## config.mk

```make
export PLATFORM = sky130hd
export DESIGN_NAME = vid_mem_port_arbiter_flat
export DESIGN_NICKNAME = d
export VERILOG_FILES = /design/src/rtl/vid_mem_port_arbiter_pkg.sv /design/src/rtl/vid_mem_port_arbiter_if.sv /design/src/rtl/rr_arbiter4.sv /design/src/rtl/vid_mem_port_arbiter.sv /design/src/flat_wrapper.sv
export SDC_FILE = /design/constraint.sdc
export NUM_CORES = 1
export LEC_CHECK = 0
export CAP_MARGIN = 20
export CORE_AREA = 2 2 104 106
export CTS_BUF_LIST = sky130_fd_sc_hd__clkbuf_16
export DETAILED_ROUTE_END_ITERATION = 10
export DIE_AREA = 0 0 106 108
export PLACE_DENSITY = 0.76
export RECOVER_POWER = 25
export SLEW_MARGIN = 20
export SYNTH_ARGS = -nofsm -noshare
export SYNTH_HDL_FRONTEND = slang
export SYNTH_SLANG_ARGS = --single-unit
```

## constraint.sdc

```tcl
create_clock -name clk -period 3.65 [get_ports clk]
set_input_delay 0.365 -clock clk [delete_from_list [all_inputs] [get_ports clk]]
set_output_delay 0.365 -clock clk [all_outputs]
set_load 0.01 [all_outputs]
```

## src/rtl/vid_mem_port_arbiter_pkg.sv

```systemverilog
// Shared types and constants for the video memory port arbiter.
package vid_arb_pkg;

  localparam int BASE_W  = 3;
  localparam int REQ_WR  = 0;
  localparam int REQ_RD0 = 1;
  localparam int NUM_REQ = 4;

  typedef enum logic [1:0] {
    IDLE = 2'd0,
    CMD  = 2'd1,
    DATA = 2'd2,
    DONE = 2'd3
  } arb_state_t;

  // Index of the set bit of a one-hot 4-bit vector (0 when nothing is set).
  function automatic logic [1:0] onehot_to_idx(input logic [NUM_REQ-1:0] oh);
    logic [1:0] idx;
    idx = 2'd0;
    case (oh)
      4'b0010: idx = 2'd1;
      4'b0100: idx = 2'd2;
      4'b1000: idx = 2'd3;
      default: idx = 2'd0;
    endcase
    return idx;
  endfunction

endpackage

```

## src/rtl/vid_mem_port_arbiter_if.sv

```systemverilog
// Memory controller command/beat bus between the arbiter and the controller.
interface vid_mem_port_arbiter_if #(
  parameter int ADDR_W = 27,
  parameter int LEN_W  = 8
);
  logic              mem_cmd_valid;
  logic              mem_cmd_ready;
  logic              mem_cmd_wr;
  logic [ADDR_W-1:0] mem_cmd_addr;
  logic [LEN_W-1:0]  mem_cmd_len;
  logic              mem_beat;

  // Arbiter side: issues commands, observes acceptance and data beats.
  modport master (
    output mem_cmd_valid, mem_cmd_wr, mem_cmd_addr, mem_cmd_len,
    input  mem_cmd_ready, mem_beat
  );

  // Memory controller side.
  modport slave (
    input  mem_cmd_valid, mem_cmd_wr, mem_cmd_addr, mem_cmd_len,
    output mem_cmd_ready, mem_beat
  );
endinterface

```

## src/rtl/rr_arbiter4.sv

```systemverilog
// Combinational 4-way round-robin picker. Search starts at ptr and wraps;
// with FIXED_PRI0 set, bit 0 wins outright whenever it requests.
module rr_arbiter4 #(
  parameter bit FIXED_PRI0 = 1'b0
) (
  input  logic [3:0] req,
  input  logic [1:0] ptr,
  output logic [3:0] gnt
);

  // First requester found walking upward from the pointer gets the grant.
  always_comb begin
    logic       found;
    logic [1:0] idx;
    gnt   = 4'b0000;
    found = 1'b0;
    idx   = 2'd0;
    if (FIXED_PRI0 && req[0]) begin
      gnt = 4'b0001;
    end else begin
      for (int k = 0; k < 4; k++) begin
        idx = ptr + 2'(k);
        if (!found && req[idx]) begin
          gnt[idx] = 1'b1;
          found    = 1'b1;
        end
      end
    end
  end

endmodule

```

## src/rtl/vid_mem_port_arbiter.sv

```systemverilog
// Shares one frame-buffer command port between one video writer and up to
// three video readers. The winner's frame base, offset and length are latched
// at grant time so a base swap never disturbs an in-flight burst.
// Build option: define WR_PRIORITY_EN to let the writer pre-empt the rotation.
module vid_mem_port_arbiter
  import vid_arb_pkg::*;
#(
  parameter int RDPORT   = 3,
  parameter int OFFSET_W = 24,
  parameter int LEN_W    = 8,
  parameter int ADDR_W   = OFFSET_W + BASE_W
) (
  input  logic                  clk,
  input  logic                  rst_n,
  input  logic                  wr_req,
  input  logic [OFFSET_W-1:0]   wr_offset,
  input  logic [LEN_W-1:0]      wr_len,
  input  logic [BASE_W-1:0]     wr_base,
  input  logic [2:0]            rd_req,
  input  logic [3*OFFSET_W-1:0] rd_offset,
  input  logic [3*LEN_W-1:0]    rd_len,
  input  logic [BASE_W-1:0]     rd_base0,
  input  logic [BASE_W-1:0]     rd_base1,
  input  logic [BASE_W-1:0]     rd_base2,
  vid_mem_port_arbiter_if.master mem,
  output logic [NUM_REQ-1:0]    grant,
  output logic                  wr_done,
  output logic [2:0]            rd_done,
  output logic                  busy
);

`ifdef WR_PRIORITY_EN
  localparam bit FIXED_PRI = 1'b1;
`else
  localparam bit FIXED_PRI = 1'b0;
`endif

  arb_state_t            state_reg, state_next;
  logic [1:0]            ptr_reg;
  logic [NUM_REQ-1:0]    grant_reg;
  logic [NUM_REQ-1:0]    done_reg;
  logic                  wr_reg;
  logic [BASE_W-1:0]     base_reg;
  logic [OFFSET_W-1:0]   offset_reg;
  logic [LEN_W-1:0]      len_reg;
  logic [LEN_W-1:0]      beat_cnt_reg;

  logic [2:0]            rd_mask;
  logic [NUM_REQ-1:0]    req_vec;
  logic [NUM_REQ-1:0]    gnt_pick;
  logic [1:0]            win_idx;
  logic [BASE_W-1:0]     sel_base;
  logic [OFFSET_W-1:0]   sel_offset;
  logic [LEN_W-1:0]      sel_len;
  logic [ADDR_W-1:0]     cmd_addr;
  logic                  last_beat;

  // Read ports beyond RDPORT are permanently masked out of arbitration.
  for (genvar gi = 0; gi < 3; gi++) begin : g_rd_mask
    assign rd_mask[gi] = (gi < RDPORT);
  end

  assign req_vec = {rd_req & rd_mask, wr_req};

  rr_arbiter4 #(.FIXED_PRI0(FIXED_PRI)) u_rr (
    .req (req_vec),
    .ptr (ptr_reg),
    .gnt (gnt_pick)
  );

  assign win_idx   = onehot_to_idx(gnt_pick);
  assign last_beat = mem.mem_beat && (beat_cnt_reg == len_reg);

  // Select the candidate winner's burst fields for latching.
  always_comb begin
    sel_base   = wr_base;
    sel_offset = wr_offset;
    sel_len    = wr_len;
    case (gnt_pick)
      4'b0010: begin
        sel_base   = rd_base0;
        sel_offset = rd_offset[0*OFFSET_W +: OFFSET_W];
        sel_len    = rd_len[0*LEN_W +: LEN_W];
      end
      4'b0100: begin
        sel_base   = rd_base1;
        sel_offset = rd_offset[1*OFFSET_W +: OFFSET_W];
        sel_len    = rd_len[1*LEN_W +: LEN_W];
      end
      4'b1000: begin
        sel_base   = rd_base2;
        sel_offset = rd_offset[2*OFFSET_W +: OFFSET_W];
        sel_len    = rd_len[2*LEN_W +: LEN_W];
      end
      default: ;
    endcase
  end

  // State register.
  always_ff @(posedge clk or negedge rst_n) begin
    if (!rst_n) state_reg <= IDLE;
    else        state_reg <= state_next;
  end

  // Next-state logic: arbitrate, issue command, count beats, one-cycle done.
  always_comb begin
    state_next = state_reg;
    case (state_reg)
      IDLE: if (|req_vec)           state_next = CMD;
      CMD:  if (mem.mem_cmd_ready)  state_next = DATA;
      DATA: if (last_beat)          state_next = DONE;
      DONE:                         state_next = IDLE;
      default:                      state_next = IDLE;
    endcase
  end

  // Output decode from the current state.
  always_comb begin
    mem.mem_cmd_valid = (state_reg == CMD);
    busy              = (state_reg != IDLE);
  end

  // Grant, latched burst fields, rotation pointer, beat counter and done strobes.
  always_ff @(posedge clk or negedge rst_n) begin
    if (!rst_n) begin
      ptr_reg      <= 2'd0;
      grant_reg    <= '0;
      done_reg     <= '0;
      wr_reg       <= 1'b0;
      base_reg     <= '0;
      offset_reg   <= '0;
      len_reg      <= '0;
      beat_cnt_reg <= '0;
    end else begin
      done_reg <= '0;
      case (state_reg)
        IDLE: begin
          if (|req_vec) begin
            grant_reg  <= gnt_pick;
            wr_reg     <= gnt_pick[REQ_WR];
            base_reg   <= sel_base;
            offset_reg <= sel_offset;
            len_reg    <= sel_len;
            ptr_reg    <= win_idx + 2'd1;
          end
        end
        CMD: begin
          if (mem.mem_cmd_ready) beat_cnt_reg <= '0;
        end
        DATA: begin
          if (last_beat)         done_reg     <= grant_reg;
          else if (mem.mem_beat) beat_cnt_reg <= beat_cnt_reg + 1'b1;
        end
        DONE: begin
          grant_reg <= '0;
        end
        default: ;
      endcase
    end
  end

  assign cmd_addr         = {base_reg, offset_reg};
  assign mem.mem_cmd_addr = cmd_addr;
  assign mem.mem_cmd_len  = len_reg;
  assign mem.mem_cmd_wr   = wr_reg;
  assign grant            = grant_reg;
  assign wr_done          = done_reg[REQ_WR];
  assign rd_done          = done_reg[REQ_RD0 +: 3];

endmodule
```

## src/flat_wrapper.sv

```systemverilog
// flat-port wrapper written by rule: the top's interface ports become plain ports
module vid_mem_port_arbiter_flat import vid_arb_pkg::*;
#(
  parameter int RDPORT   = 3,
  parameter int OFFSET_W = 24,
  parameter int LEN_W    = 8,
  parameter int ADDR_W   = OFFSET_W + BASE_W
)
  (clk, rst_n, wr_req, wr_offset, wr_len, wr_base, rd_req, rd_offset, rd_len, rd_base0, rd_base1, rd_base2, grant, wr_done, rd_done, busy, mem_mem_cmd_valid, mem_mem_cmd_wr, mem_mem_cmd_addr, mem_mem_cmd_len, mem_mem_cmd_ready, mem_mem_beat);
  vid_mem_port_arbiter_if #(.ADDR_W(ADDR_W), .LEN_W(LEN_W)) mem_i ();
  input  logic clk;
  input  logic rst_n;
  input  logic wr_req;
  input  logic [OFFSET_W-1:0] wr_offset;
  input  logic [LEN_W-1:0] wr_len;
  input  logic [BASE_W-1:0] wr_base;
  input  logic [2:0] rd_req;
  input  logic [3*OFFSET_W-1:0] rd_offset;
  input  logic [3*LEN_W-1:0] rd_len;
  input  logic [BASE_W-1:0] rd_base0;
  input  logic [BASE_W-1:0] rd_base1;
  input  logic [BASE_W-1:0] rd_base2;
  output logic [NUM_REQ-1:0] grant;
  output logic wr_done;
  output logic [2:0] rd_done;
  output logic busy;
  output wire logic [$bits(mem_i.mem_cmd_valid)-1:0] mem_mem_cmd_valid;
  output wire logic [$bits(mem_i.mem_cmd_wr)-1:0] mem_mem_cmd_wr;
  output wire logic [$bits(mem_i.mem_cmd_addr)-1:0] mem_mem_cmd_addr;
  output wire logic [$bits(mem_i.mem_cmd_len)-1:0] mem_mem_cmd_len;
  input wire logic [$bits(mem_i.mem_cmd_ready)-1:0] mem_mem_cmd_ready;
  input wire logic [$bits(mem_i.mem_beat)-1:0] mem_mem_beat;
  assign mem_mem_cmd_valid = mem_i.mem_cmd_valid;
  assign mem_mem_cmd_wr = mem_i.mem_cmd_wr;
  assign mem_mem_cmd_addr = mem_i.mem_cmd_addr;
  assign mem_mem_cmd_len = mem_i.mem_cmd_len;
  assign mem_i.mem_cmd_ready = mem_mem_cmd_ready;
  assign mem_i.mem_beat = mem_mem_beat;
  vid_mem_port_arbiter #(.RDPORT(RDPORT), .OFFSET_W(OFFSET_W), .LEN_W(LEN_W), .ADDR_W(ADDR_W)) u_core (.clk(clk), .rst_n(rst_n), .wr_req(wr_req), .wr_offset(wr_offset), .wr_len(wr_len), .wr_base(wr_base), .rd_req(rd_req), .rd_offset(rd_offset), .rd_len(rd_len), .rd_base0(rd_base0), .rd_base1(rd_base1), .rd_base2(rd_base2), .mem(mem_i), .grant(grant), .wr_done(wr_done), .rd_done(rd_done), .busy(busy));
endmodule
```

==> summary.txt <==
first-pass GRT wire length - 19300 um
CTS Buf Count - 5
post-route setup TNS - 0 ns
register area share after synthesis - 0.386
worst path required time - 3.81 ns
pwr dens - 779 nW/um2
Nets - 703
kind of critical path - flop to flop
die area - 11400 um2
hold crit path type - flop to flop
Max-slew headroom - -0.232
number of antenna diodes - 0
clock root buffer - clkbuf_16
total core area - 10200 um2
clk_skew - 0.00760 ns
Post-DRT Antenna Nets - 0
vias per std cell - 5.47
Total GRT Usage - 0.212
flops & latches, synth - 56
via count - 3725
Clk pwr share - 0.108
Initial Util - 0.355
busiest grt layer - met2
drt wl/cell - 18.0 um
met3 Track Usage GR - 0.0440
final hold vios - 0
Routed WL - 12300 um
Syn. warnings - 0
DIE HEIGHT - 108 um
Reg power frac - 0.234
CTS tree - done
Die W - 106 um
prevailing post-synth register cell - dfrtp_1
internal power - 0.00255 W
FF-to-FF path depth - 10
number of core rows - 37
Hold Buf Count CTS - 0
Critical Path AT - 3.53 ns
RSZ-0062 raised after global routing - false
pin count of the biggest net entering global routing - 39
Syn Area/Cell - 10.2 um2
Hold Path Stages - 2
Highest Clock Rate - 297 MHz
area delta synth->final - 61.4%
DRC viols - 0
startpoint types - flop
share of async-settable or async-resettable flops after synthesis - 1.00
Final Cycle Share - 0.924
Mapped Area - 3630 um2
Largest register FFs - 24
status - finished, violations left
met1 GRT Util - 0.253
Sw Ratio - 0.442
post-synthesis cell type count - 56
total power - 0.00457 W
vias in the first global route - 3864
clock latency on the worst-skew pair - 0.30 ns
post-layout min period - 3.37 ns
DR pass1 iterations - 8
post-CTS sizing - 0
final number of setup-violating endpoints - 0
I/O pins - 194
post-CTS setup buffer count - 0
DR iter-0 viols - 304
initial antenna violation count - 0
failing checks - max-capacitance violations, max-slew violations
Net Sw Power - 0.00202 W
worst slew pin tran - 1.85 ns
Placer Congestion - 0.833
buffers added on ports - 193
Post-synth EDFFs - 0
gr ovfl total - 0
LEAKAGE - 2.41 nW
Syn Inst Count - 355
worst vdd ir - 336 uV
share of cells above drive strength 1 - 0.108
max-cap viol count - 1
Filler Cell Count - 892
grt met2 use - 0.379
crit path max fanout - 33
H-tree levels - 2
Crit. End Element - flop
DP HPWL - 9530 um
Post-Syn Nets - 514
Reg clk slew, reported paths - 0.08 ns
Slew Limit Fails - 35
power share of the combinational group - 0.658
Clock Path Buffers - 2
Sink Count - 56
[final timing paths]
path                                              to  slack (ns)                  start
max                               u_core.base_reg[1]        0.28      u_core.ptr_reg[1]
min reg2reg                    u_core.mem.mem_cmd_wr        0.49  u_core.mem.mem_cmd_wr
min in group asynchronous          u_core.ptr_reg[0]        0.56                  rst_n
max in group asynchronous  u_core.mem.mem_cmd_len[3]        1.15                  rst_n
max reg2reg                       u_core.base_reg[1]        0.28      u_core.ptr_reg[1]
min                            u_core.mem.mem_cmd_wr        0.49  u_core.mem.mem_cmd_wr
[placed cells by master (no fill, tap or decap), types with 2 or more instances in the layout]
master,netlist,layout
dfrtp_1,56,56
o221ai_1,9,9
clkbuf_16,0,5
nand2_1,47,47
and2_1,4,4
nor2_1,13,13
and3b_1,2,2
buf_4,2,12
nor4_4,1,2
a222oi_1,35,35
o311ai_0,2,2
clkdlybuf4s50_1,0,192
or3_1,3,2
o22ai_1,3,3
nor4bb_1,2,2
inv_1,43,43
o21ai_1,3,3
nor3_1,2,2
o221ai_2,24,24
o21ai_0,4,4
buf_12,0,2
a22oi_1,3,3
ha_1,11,11
xor2_1,6,6
a221o_1,2,2
xnor2_1,8,8
and3_1,3,3
nor3b_1,3,3
nand4_1,5,5
mux4_2,2,2
a22o_1,6,6
clkbuf_1,6,2
a21oi_1,4,4
o41a_1,2,2
[critical path, cell delays in order (launching register included)]
cell and delay, ns:
dfrtp_1 0.35, inv_1 0.08, ha_1 0.37, mux4_2 0.56, nor2b_4 0.16, a22o_1 0.19
a221o_1 0.38, o41ai_1 0.52, or3_2 0.22, buf_12 0.23, o221ai_1 0.16
[synth_stat cells, types with 4 or more instances]
library cell | n | area (um2)
a21oi_1 | 4 | 20.0
buf_2 | 10 | 50.1
o221ai_1 | 9 | 78.8
nand4_1 | 5 | 31.3
clkbuf_1 | 6 | 22.5
dfrtp_1 | 56 | 1400
ha_1 | 11 | 138
a222oi_1 | 35 | 350
nand2_1 | 47 | 176
buf_6 | 5 | 56.3
and2_1 | 4 | 25.0
o221ai_2 | 24 | 360
xnor2_1 | 8 | 70.1
a22o_1 | 6 | 52.6
nor2_1 | 13 | 48.8
inv_1 | 43 | 161
o21ai_0 | 4 | 20.0
xor2_1 | 6 | 52.6
[final cells by class]
| type | instances | area, um2 | share of cell area |
|---|---|---|---|
| clock buffers | 5 | 125 | 0.0213 |
| clock inverters | 3 | 21.3 | 0.00363 |
| multi-input cells | 229 | 1920 | 0.328 |
| repair buffers | 208 | 2060 | 0.351 |
| well taps | 136 | 170 | 0.0290 |
| flip-flops and latches | 56 | 1400 | 0.239 |
| inverters | 44 | 165 | 0.0282 |
[through the flow]
step	worst slack (ns)	cells	util	hold WS, ns	instance area, um2
2_1_floorplan	0.232	355	-	0.0694	3630
3_3_place_gp	0.295	673	0.560	0.470	5730
3_5_place_dp	0.203	673	0.560	0.477	5730
4_1_cts	0.282	681	0.574	0.178	5870
5_1_grt	0.0804	681	0.573	0.518	5870
6_report	0.279	681	0.573	0.492	5870
[power groups by stage]
| stage | Combinational, W | Clock, W | Sequential, W |
|---|---|---|---|
| 2_1_floorplan | 0.00185 | 0 | 0.00113 |
| 3_3_place_gp | 0.00294 | 0 | 0.00107 |
| 3_5_place_dp | 0.00301 | 0 | 0.00108 |
| 4_1_cts | 0.00302 | 0.000504 | 0.00107 |
| 5_1_grt | 0.00327 | 0.000523 | 0.00110 |
| 6_report | 0.00301 | 0.000491 | 0.00107 |
[routing by layer]
layer | wire (um) | up-vias
met1 | 4860 | 1777
met3 | 948 | 21
li1 | - | 1750
met2 | 6170 | 177
met4 | 310 | 0
met5 | 0 | -
[logic make-up (layout without fill, tap and decap cells)]
logic type | Yosys count | count (layout) | share of synthesized area
adder cells (fa/ha/maj) | 11 | 11 | 0.0379
multiplexers | 3 | 3 | 0.0155
AND/OR/NAND/NOR | 95 | 95 | 0.138
buffers and inverters | 70 | 260 | 0.0885
AO/OA/AOI/OAI | 106 | 106 | 0.301
XOR/XNOR | 14 | 14 | 0.0337
flip-flops | 56 | 56 | 0.386
(Power assumes the default switching activity.)
